**src/rtl/processor_pkg.sv**
```systemverilog
// Shared encodings for the multi-cycle RV32I/RV32E core: opcodes, funct3 values,
// controller states and the small ALU / branch-compare helpers.
package processor_pkg;

    localparam logic [6:0] OPC_OP       = 7'b0110011;
    localparam logic [6:0] OPC_OP_IMM   = 7'b0010011;
    localparam logic [6:0] OPC_LUI      = 7'b0110111;
    localparam logic [6:0] OPC_AUIPC    = 7'b0010111;
    localparam logic [6:0] OPC_JAL      = 7'b1101111;
    localparam logic [6:0] OPC_JALR     = 7'b1100111;
    localparam logic [6:0] OPC_BRANCH   = 7'b1100011;
    localparam logic [6:0] OPC_LOAD     = 7'b0000011;
    localparam logic [6:0] OPC_STORE    = 7'b0100011;
    localparam logic [6:0] OPC_MISC_MEM = 7'b0001111;
    localparam logic [6:0] OPC_SYSTEM   = 7'b1110011;

    localparam logic [2:0] F3_ADD  = 3'd0;
    localparam logic [2:0] F3_SLL  = 3'd1;
    localparam logic [2:0] F3_SLT  = 3'd2;
    localparam logic [2:0] F3_SLTU = 3'd3;
    localparam logic [2:0] F3_XOR  = 3'd4;
    localparam logic [2:0] F3_SR   = 3'd5;
    localparam logic [2:0] F3_OR   = 3'd6;
    localparam logic [2:0] F3_AND  = 3'd7;

    localparam logic [2:0] F3_BEQ  = 3'd0;
    localparam logic [2:0] F3_BNE  = 3'd1;
    localparam logic [2:0] F3_BLT  = 3'd4;
    localparam logic [2:0] F3_BGE  = 3'd5;
    localparam logic [2:0] F3_BLTU = 3'd6;
    localparam logic [2:0] F3_BGEU = 3'd7;

    typedef enum logic [2:0] {
        S_FETCH,
        S_WAIT_INSTR,
        S_EXECUTE,
        S_LOAD,
        S_STORE,
        S_WAIT_DATA,
        S_TRAP
    } state_t;

    function automatic logic [31:0] alu(input logic [2:0] f3, input logic [31:0] a,
                                        input logic [31:0] b, input logic sub,
                                        input logic arith);
        case (f3)
            F3_ADD:  return sub ? a - b : a + b;
            F3_SLL:  return a << b[4:0];
            F3_SLT:  return {31'b0, $signed(a) < $signed(b)};
            F3_SLTU: return {31'b0, a < b};
            F3_XOR:  return a ^ b;
            F3_SR:   return arith ? 32'($signed(a) >>> b[4:0]) : a >> b[4:0];
            F3_OR:   return a | b;
            default: return a & b;
        endcase
    endfunction

    function automatic logic branch_taken(input logic [2:0] f3, input logic [31:0] a,
                                          input logic [31:0] b);
        case (f3)
            F3_BEQ:  return a == b;
            F3_BNE:  return a != b;
            F3_BLT:  return $signed(a) < $signed(b);
            F3_BGE:  return $signed(a) >= $signed(b);
            F3_BLTU: return a < b;
            F3_BGEU: return a >= b;
            default: return 1'b0;
        endcase
    endfunction

endpackage

```
**src/rtl/processor_regfile.sv**
```systemverilog
// Register file: 16 (RV32E) or 32 (RV32I) entries, two asynchronous read ports,
// one synchronous write port, x0 hardwired to zero.
module processor_regfile #(
    parameter int NREGS = 32
) (
    input  logic                     clk,
    input  logic                     we,
    input  logic [$clog2(NREGS)-1:0] waddr,
    input  logic [31:0]              wdata,
    input  logic [$clog2(NREGS)-1:0] raddr1,
    input  logic [$clog2(NREGS)-1:0] raddr2,
    output logic [31:0]              rdata1,
    output logic [31:0]              rdata2
);
    if (NREGS != 16 && NREGS != 32) begin : g_bad_nregs
        $error("processor_regfile: NREGS must be 16 or 32");
    end

    logic [31:0] regs [0:NREGS-1];

    // NOTE: storage arrays carry no reset so they map onto RAM/flop arrays without
    // a reset tree; x0 is forced to zero on the read side instead.
    always_ff @(posedge clk) begin
        // NOTE: sequential state is always assigned with <= so every flop samples
        // pre-edge values regardless of statement order.
        if (we && waddr != '0)
            regs[waddr] <= wdata;
    end

    assign rdata1 = (raddr1 == '0) ? 32'b0 : regs[raddr1];
    assign rdata2 = (raddr2 == '0) ? 32'b0 : regs[raddr2];

endmodule

```
**src/rtl/processor_mc.sv**
```systemverilog
// Multi-cycle RV32I/RV32E core on a single-port memory bus with wait states and
// a sticky halt-on-trap.
module processor_mc
    import processor_pkg::*;
#(
    parameter logic [31:0] RESET_PC      = 32'h0000_0000,
    parameter int          NREGS         = 32,
    parameter bit          TRAP_MISALIGN = 1'b1
) (
    input  logic        clk,
    input  logic        reset,
    output logic [31:0] mem_addr,
    input  logic [31:0] mem_rdata,
    output logic        mem_rstrb,
    input  logic        mem_rbusy,
    output logic [3:0]  mem_wmask,
    output logic [31:0] mem_wdata,
    input  logic        mem_wbusy,
    output logic        trap
);
    localparam int RAW = $clog2(NREGS);

    state_t      state, next_state;
    logic [31:0] pc, instr, rs1_q, rs2_q;
    logic [31:0] rf_rd1, rf_rd2, rf_wdata;
    logic        rf_we;

    logic [6:0]  opcode;
    logic [4:0]  rd, rs1a, rs2a;
    logic [2:0]  f3;
    logic [31:0] imm_i, imm_s, imm_b, imm_u, imm_j;
    logic        is_load, is_store;

    assign opcode   = instr[6:0];
    assign rd       = instr[11:7];
    assign f3       = instr[14:12];
    assign rs1a     = instr[19:15];
    assign rs2a     = instr[24:20];
    assign imm_i    = {{20{instr[31]}}, instr[31:20]};
    assign imm_s    = {{20{instr[31]}}, instr[31:25], instr[11:7]};
    assign imm_b    = {{19{instr[31]}}, instr[31], instr[7], instr[30:25], instr[11:8], 1'b0};
    assign imm_u    = {instr[31:12], 12'b0};
    assign imm_j    = {{11{instr[31]}}, instr[31], instr[19:12], instr[20], instr[30:21], 1'b0};
    assign is_load  = (opcode == OPC_LOAD);
    assign is_store = (opcode == OPC_STORE);

    // Source registers are read straight off the incoming instruction word.
    processor_regfile #(.NREGS(NREGS)) u_regfile (
        .clk    (clk),
        .we     (rf_we),
        .waddr  (rd[RAW-1:0]),
        .wdata  (rf_wdata),
        .raddr1 (mem_rdata[15 +: RAW]),
        .raddr2 (mem_rdata[20 +: RAW]),
        .rdata1 (rf_rd1),
        .rdata2 (rf_rd2)
    );

    logic [31:0] ls_addr, alu_res, target_raw, target, next_pc, exec_wb;
    logic [31:0] load_shift, load_data;
    logic [1:0]  lane_off;
    logic [3:0]  store_mask;
    logic        ls_misaligned, trap_cond, wb_en, jump;
    logic        uses_rd, uses_rs1, uses_rs2;

    assign ls_addr       = rs1_q + (is_store ? imm_s : imm_i);
    assign alu_res       = alu(f3, rs1_q, (opcode == OPC_OP) ? rs2_q : imm_i,
                               (opcode == OPC_OP) && instr[30], instr[30]);
    assign ls_misaligned = (f3[1:0] == 2'b01 && ls_addr[0]) ||
                           (f3[1:0] == 2'b10 && ls_addr[1:0] != 2'b00);
    assign target        = TRAP_MISALIGN ? target_raw : {target_raw[31:2], 2'b00};
    assign next_pc       = jump ? target : pc + 32'd4;

    always_comb begin
        // NOTE: every variable gets a default before the case so no path leaves
        // one unassigned, which would otherwise infer a latch.
        trap_cond  = 1'b0;
        wb_en      = 1'b0;
        jump       = 1'b0;
        uses_rd    = 1'b0;
        uses_rs1   = 1'b0;
        uses_rs2   = 1'b0;
        exec_wb    = alu_res;
        target_raw = pc + imm_b;
        case (opcode)
            OPC_OP:       begin wb_en = 1'b1; uses_rd = 1'b1; uses_rs1 = 1'b1; uses_rs2 = 1'b1; end
            OPC_OP_IMM:   begin wb_en = 1'b1; uses_rd = 1'b1; uses_rs1 = 1'b1; end
            OPC_LUI:      begin wb_en = 1'b1; uses_rd = 1'b1; exec_wb = imm_u; end
            OPC_AUIPC:    begin wb_en = 1'b1; uses_rd = 1'b1; exec_wb = pc + imm_u; end
            OPC_JAL: begin
                wb_en = 1'b1; uses_rd = 1'b1; jump = 1'b1;
                exec_wb = pc + 32'd4; target_raw = pc + imm_j;
            end
            OPC_JALR: begin
                wb_en = 1'b1; uses_rd = 1'b1; uses_rs1 = 1'b1; jump = 1'b1;
                exec_wb = pc + 32'd4; target_raw = (rs1_q + imm_i) & ~32'd1;
            end
            OPC_BRANCH: begin
                uses_rs1 = 1'b1; uses_rs2 = 1'b1;
                trap_cond = (f3[2:1] == 2'b01);
                jump = branch_taken(f3, rs1_q, rs2_q);
            end
            OPC_LOAD: begin
                uses_rd = 1'b1; uses_rs1 = 1'b1;
                trap_cond = (f3 == 3'd3) || (f3[2:1] == 2'b11);
            end
            OPC_STORE: begin
                uses_rs1 = 1'b1; uses_rs2 = 1'b1;
                trap_cond = f3[2] || (f3 == 3'd3);
            end
            OPC_MISC_MEM: ;
            OPC_SYSTEM:   trap_cond = 1'b1;
            default:      trap_cond = 1'b1;
        endcase
        if (NREGS == 16 && ((uses_rd && rd[4]) || (uses_rs1 && rs1a[4]) || (uses_rs2 && rs2a[4])))
            trap_cond = 1'b1;
        if (TRAP_MISALIGN && ((jump && target_raw[1]) || ((is_load || is_store) && ls_misaligned)))
            trap_cond = 1'b1;
    end

    // Lane offset is forced to the access size so TRAP_MISALIGN=0 ignores low bits.
    always_comb begin
        case (f3[1:0])
            2'b00:   begin lane_off = ls_addr[1:0];         store_mask = 4'b0001 << lane_off; end
            2'b01:   begin lane_off = {ls_addr[1], 1'b0};   store_mask = 4'b0011 << lane_off; end
            default: begin lane_off = 2'b00;                store_mask = 4'b1111; end
        endcase
    end

    assign load_shift = mem_rdata >> {lane_off, 3'b000};
    always_comb begin
        case (f3)
            3'b000:  load_data = {{24{load_shift[7]}}, load_shift[7:0]};
            3'b001:  load_data = {{16{load_shift[15]}}, load_shift[15:0]};
            3'b100:  load_data = {24'b0, load_shift[7:0]};
            3'b101:  load_data = {16'b0, load_shift[15:0]};
            default: load_data = load_shift;
        endcase
    end

    always_ff @(posedge clk or posedge reset) begin
        if (reset) begin
            state <= S_FETCH;
            pc    <= RESET_PC;
        end else begin
            state <= next_state;
            if (state == S_EXECUTE && !trap_cond)
                pc <= next_pc;
        end
    end

    always_ff @(posedge clk) begin
        if (state == S_WAIT_INSTR && !mem_rbusy) begin
            instr <= mem_rdata;
            rs1_q <= rf_rd1;
            rs2_q <= rf_rd2;
        end
    end

    always_comb begin
        next_state = state;
        case (state)
            S_FETCH:      next_state = S_WAIT_INSTR;
            S_WAIT_INSTR: if (!mem_rbusy) next_state = S_EXECUTE;
            S_EXECUTE: begin
                if (trap_cond)     next_state = S_TRAP;
                else if (is_load)  next_state = S_LOAD;
                else if (is_store) next_state = S_STORE;
                else               next_state = S_FETCH;
            end
            S_LOAD, S_STORE: next_state = S_WAIT_DATA;
            S_WAIT_DATA: if (!(is_store ? mem_wbusy : mem_rbusy)) next_state = S_FETCH;
            default:     next_state = S_TRAP;
        endcase
    end

    always_comb begin
        mem_rstrb = !reset && (state == S_FETCH || state == S_LOAD);
        mem_wmask = (state == S_STORE) ? store_mask : 4'b0000;
        mem_addr  = (state == S_FETCH || state == S_WAIT_INSTR) ? pc : ls_addr;
        trap      = (state == S_TRAP);
        case (f3[1:0])
            2'b00:   mem_wdata = {4{rs2_q[7:0]}};
            2'b01:   mem_wdata = {2{rs2_q[15:0]}};
            default: mem_wdata = rs2_q;
        endcase
        rf_we    = 1'b0;
        rf_wdata = exec_wb;
        if (state == S_EXECUTE && !trap_cond && wb_en) begin
            rf_we = 1'b1;
        end else if (state == S_WAIT_DATA && is_load && !mem_rbusy) begin
            rf_we    = 1'b1;
            rf_wdata = load_data;
        end
    end

endmodule

```
**config.mk**
```make
export PLATFORM = sky130hd
export DESIGN_NAME = processor_mc
export DESIGN_NICKNAME = d
export VERILOG_FILES = /design/src/rtl/processor_pkg.sv /design/src/rtl/processor_regfile.sv /design/src/rtl/processor_mc.sv
export SDC_FILE = /design/constraint.sdc
export NUM_CORES = 2
export LEC_CHECK = 0
export CAP_MARGIN = 25
export CORE_MARGIN = 2
export CORE_UTILIZATION = 30
export DETAILED_ROUTE_END_ITERATION = 8
export PLACE_DENSITY = 0.55
export SLEW_MARGIN = 20
export SYNTH_ARGS = -nofsm -noshare
export SYNTH_HDL_FRONTEND = slang
export SYNTH_SLANG_ARGS = --single-unit
```
**constraint.sdc**
```tcl
create_clock -name clk -period 9.85 [get_ports clk]
set_input_delay 2.4625 -clock clk [delete_from_list [all_inputs] [get_ports clk]]
set_output_delay 2.4625 -clock clk [all_outputs]
set_load 0.01 [all_outputs]
```
==> flow_summary.ini <==
[run_status]
outcome = completed

[synth]
post_synth_xor_area_fraction_pct = 1.79
synth_enable_flop_cells = 1120
ys_seq_elements = 1154
post_synth.cell_area_avg_um2 = 13.5
synth_ff_type = edfxtp_1
yosys_synthesis_warning_count = 0
dominant_combinational_cell_family_by_area_after_synthesis = multiplexers
postSynthCellCount = 5145
fraction_of_the_mapped_netlist_area_in_simple_logic_gates_pct = 6.96
synth_adder_area_share_pct = 4.02
yosysTopAreaCell = edfxtp_1
post_synthesis_async_set_or_reset_flop_share_pct = 2.95
synthesized_area_fraction_occupied_by_ao_oa_aoi_and_oai_cells_pct = 10.9
syn_area_um2 = 69500
yosys-top-cells-area = edfxtp_1 48%, mux4_2 21%, ha_1 3.9%, a21oi_1 2.6%, mux2i_1 2.4%
count_of_cell_types_in_the_netlist = 95
yosys-mux-area-fraction_pct = 23.7
synthDominantCellAreaShare_pct = 48.4
synth_seq_area_share_pct = 49.6

[floorplanning]
top_level_ports = 106
dieHeight_um = 485
floorplan.initialDensity_pct = 30.2
dieWidth_um = 485
rows = 176
fp.dieArea_um2 = 236000
core_um2 = 230000

[timing]
post_route_hold_slack_ps = 582
finalHoldViolCount = 0
period_needed_ps = 9100
setup_viol = 0
fmax_mhz = 110
clock_skew_ps = 75.6
rsz0062_at_grt = false
worstMarginPinSlew_ps = 1090
timing.max_slew.rel_slack_pct = 26.3
finalSetupTns_ps = 0
report.final.slew_viol_count = 0
timing.final.crit_share_pct = 92.4

[setup_path]
critical-path-top-cell-by-count = o21ai_0
critPathSlowestCell = edfxtp_1
data_required_time_of_the_critical_path_ps = 7390
largest_incremental_delay_on_the_critical_path_ps = 880
worst_r2r_start = instr[3]$_DFFE_PP_
crit_path_start = instr[5]$_DFFE_PP_
cp.arrival_ps = 6640
critPathKind = reg -> out
endpoint_kind = output port
crit_buf_inv = 4
timing.critical_path.from_type = flop
worstPathCellList = clkinv_1 > nor3b_1 > buf_4 > nand2_1 > o21ai_0 > ha_1 > inv_1 > fa_1 > nor2b_1 > o21ai_0 > a21boi_0 > o21ai_0 > nand2b_1 > a21oi_1 > o21ai_0 > a21boi_0 > o21ai_0 > xnor2_1 > o21ai_0 > clkdlybuf4s50_1
crit_fanout = 25
critical-path-top-delay-family = compound AO/OA/AOI/OAI gates

[cells_and_area]
count_of_filler_cells_inserted_in_the_layout = 22316
post-route-cell-area_um2 = 78700
layout.cells.non_filler = 8314
multi_input_area_um2 = 33500
seq_area_um2 = 34500
final_nets = 5443
post_route_cells_drive_above_1_share_pct = 21.3
synthToLayoutAreaGrowth_pct = 13.1

[placed_design]
postPlaceCellArea_um2 = 74900
placed_cells = 8091
detailed_place_hpwl_um = 168000
port_buffers = 105
globalplace.congestion = 1.01

[grt]
grt_overflow_total = 0
grt_pass1_vias = 48777
grt_pass1_wl_um = 370000
global_route.usage.total_pct = 21.7
grt_max_degree = 106
number_of_antenna_violations_at_the_first_check_in_global_routing = 6

[routing]
detail_route.wl_per_cell_um = 31.5
drt_iter0_markers = 6499
drtAntennaViolNets = 0
detail_route.drc_violations = 0
detailedRoute.firstPassIterationCount = 8
via_count = 50027
avgViaCountPerCell = 6.02
wirelength_um = 262000

[clock_tree]
cts.sink_count = 1154
postCtsSetupBuffers = 0
numCtsBuffers = 119
h-tree-depth = 3
clk_pin_slew_ps = 60
cts-root-to-sink-buffers = 3
cts_root_buf = clkbuf_16
ctsHoldBuffers = 0
worst_skew_pair_later_pin_latency_ps = 790
post_cts_resized = 0
tritoncts = yes

[job]
max_cap_violations = 0

[power_and_ir_drop]
pleak_nw = 26.4
peakVddDrop_uv = 148
pwr_density_cell_nw_per_um2 = 133

[worst_hold_path]
worstHoldPathType = reg -> reg
hp-start = pc[1]$_DFFE_PP0P_
[final timing paths]
check                                              endpoint  slack [ps]  cells past startpoint
hold reg to reg                           pc[1]$_DFFE_PP0P_         580                      1
setup / recovery                               mem_addr[20]         750                     20
hold / removal                            pc[1]$_DFFE_PP0P_         580                      1
max in group asynchronous                pc[26]$_DFFE_PP0P_        7210                      3
setup reg to reg           u_regfile.regs[14][27]$_DFFE_PP_        2720                     17
min in group asynchronous              state[2]$_DFFE_PP0P_        2250                      3
[state kept, by name (all words and copies together) (netlist names)]
register / flops
u_regfile.regs: 1024
rs2_q: 32
rs1_q: 32
instr: 32
state: 3
pc: 31
[layout by cell type, fill, tap and decap left out, types with 71 or more instances in the layout]
master              n
nand2_1           328
clkbuf_16         120
xnor2_1            84
edfxtp_1         1120
a211oi_1           78
a21oi_1           353
clkdlybuf4s50_1    95
nor2_1            373
inv_1             146
mux2i_1           164
ha_1              214
mux4_2            645
a21o_1             71
o21ai_0           259
buf_4             171
[per-stage QoR]
stage	total power [mW]	setup slack, ps	util, %
global route	10.8	469	34.2
global placement	6.11	1840	32.5
finish	10.5	752	34.2
floorplan	5.90	2120	-
CTS	10.5	939	34.2
detailed placement	6.11	1760	32.5
[cell families (layout without fill, tap and decap cells)]
kind of cell,Yosys count,count (layout)
muxes,834,834
other,1,36
xor gates and xnor gates,142,142
AOI/OAI and AO/OA,1186,1186
adders and majority gates,220,220
buffers and inverters,547,655
and+or+nand+nor,1061,1061
DFF,1154,1154
[report_power, final]
group	switching (mW)	leakage (nW)	total (mW)	internal (mW)
Combinational	0.344	13.9	0.666	0.322
Sequential	0.0111	10.6	5.33	5.32
Clock	1.98	1.84	4.47	2.48
[cells in the mapped netlist, types with 30 or more instances]
library cell	count
ha_1	214
edfxtp_1	1120
a211oi_1	82
a31oi_1	47
mux2i_1	165
mux4_2	645
xnor2_1	84
buf_1	86
nand4_1	33
a21oi_1	363
nor2_1	383
o211ai_1	36
clkbuf_1	250
inv_1	146
nand2_1	328
o22ai_1	30
and3_1	31
buf_2	46
a21o_1	71
o21ai_0	262
nand3_1	60
nor3_1	79
dfrtp_1	34
xor2_1	58
[metal layers]
| layer | global-route usage, % | wire (um) | up-vias | part of all wire (%) |
|---|---|---|---|---|
| li1 | - | - | 20720 | - |
| met1 | 28.9 | 104000 | 26098 | 40 |
| met2 | 35.0 | 123000 | 2657 | 47 |
| met3 | 2.97 | 20600 | 546 | 7.9 |
| met4 | 9.94 | 13400 | 6 | 5.1 |
| met5 | 0 | 43 | - | 0.016 |
[cell type report]
type	count	share of cell area [%]
clock buffers	155	3.98
diodes	4	0.0127
repair buffers	284	3.19
flip-flops and latches	1154	43.8
clock inverters	63	0.857
inverters	153	0.730
multi-input cells	3475	42.6
well taps	3026	4.81
Note: power is estimated with default switching activity, not from simulation.
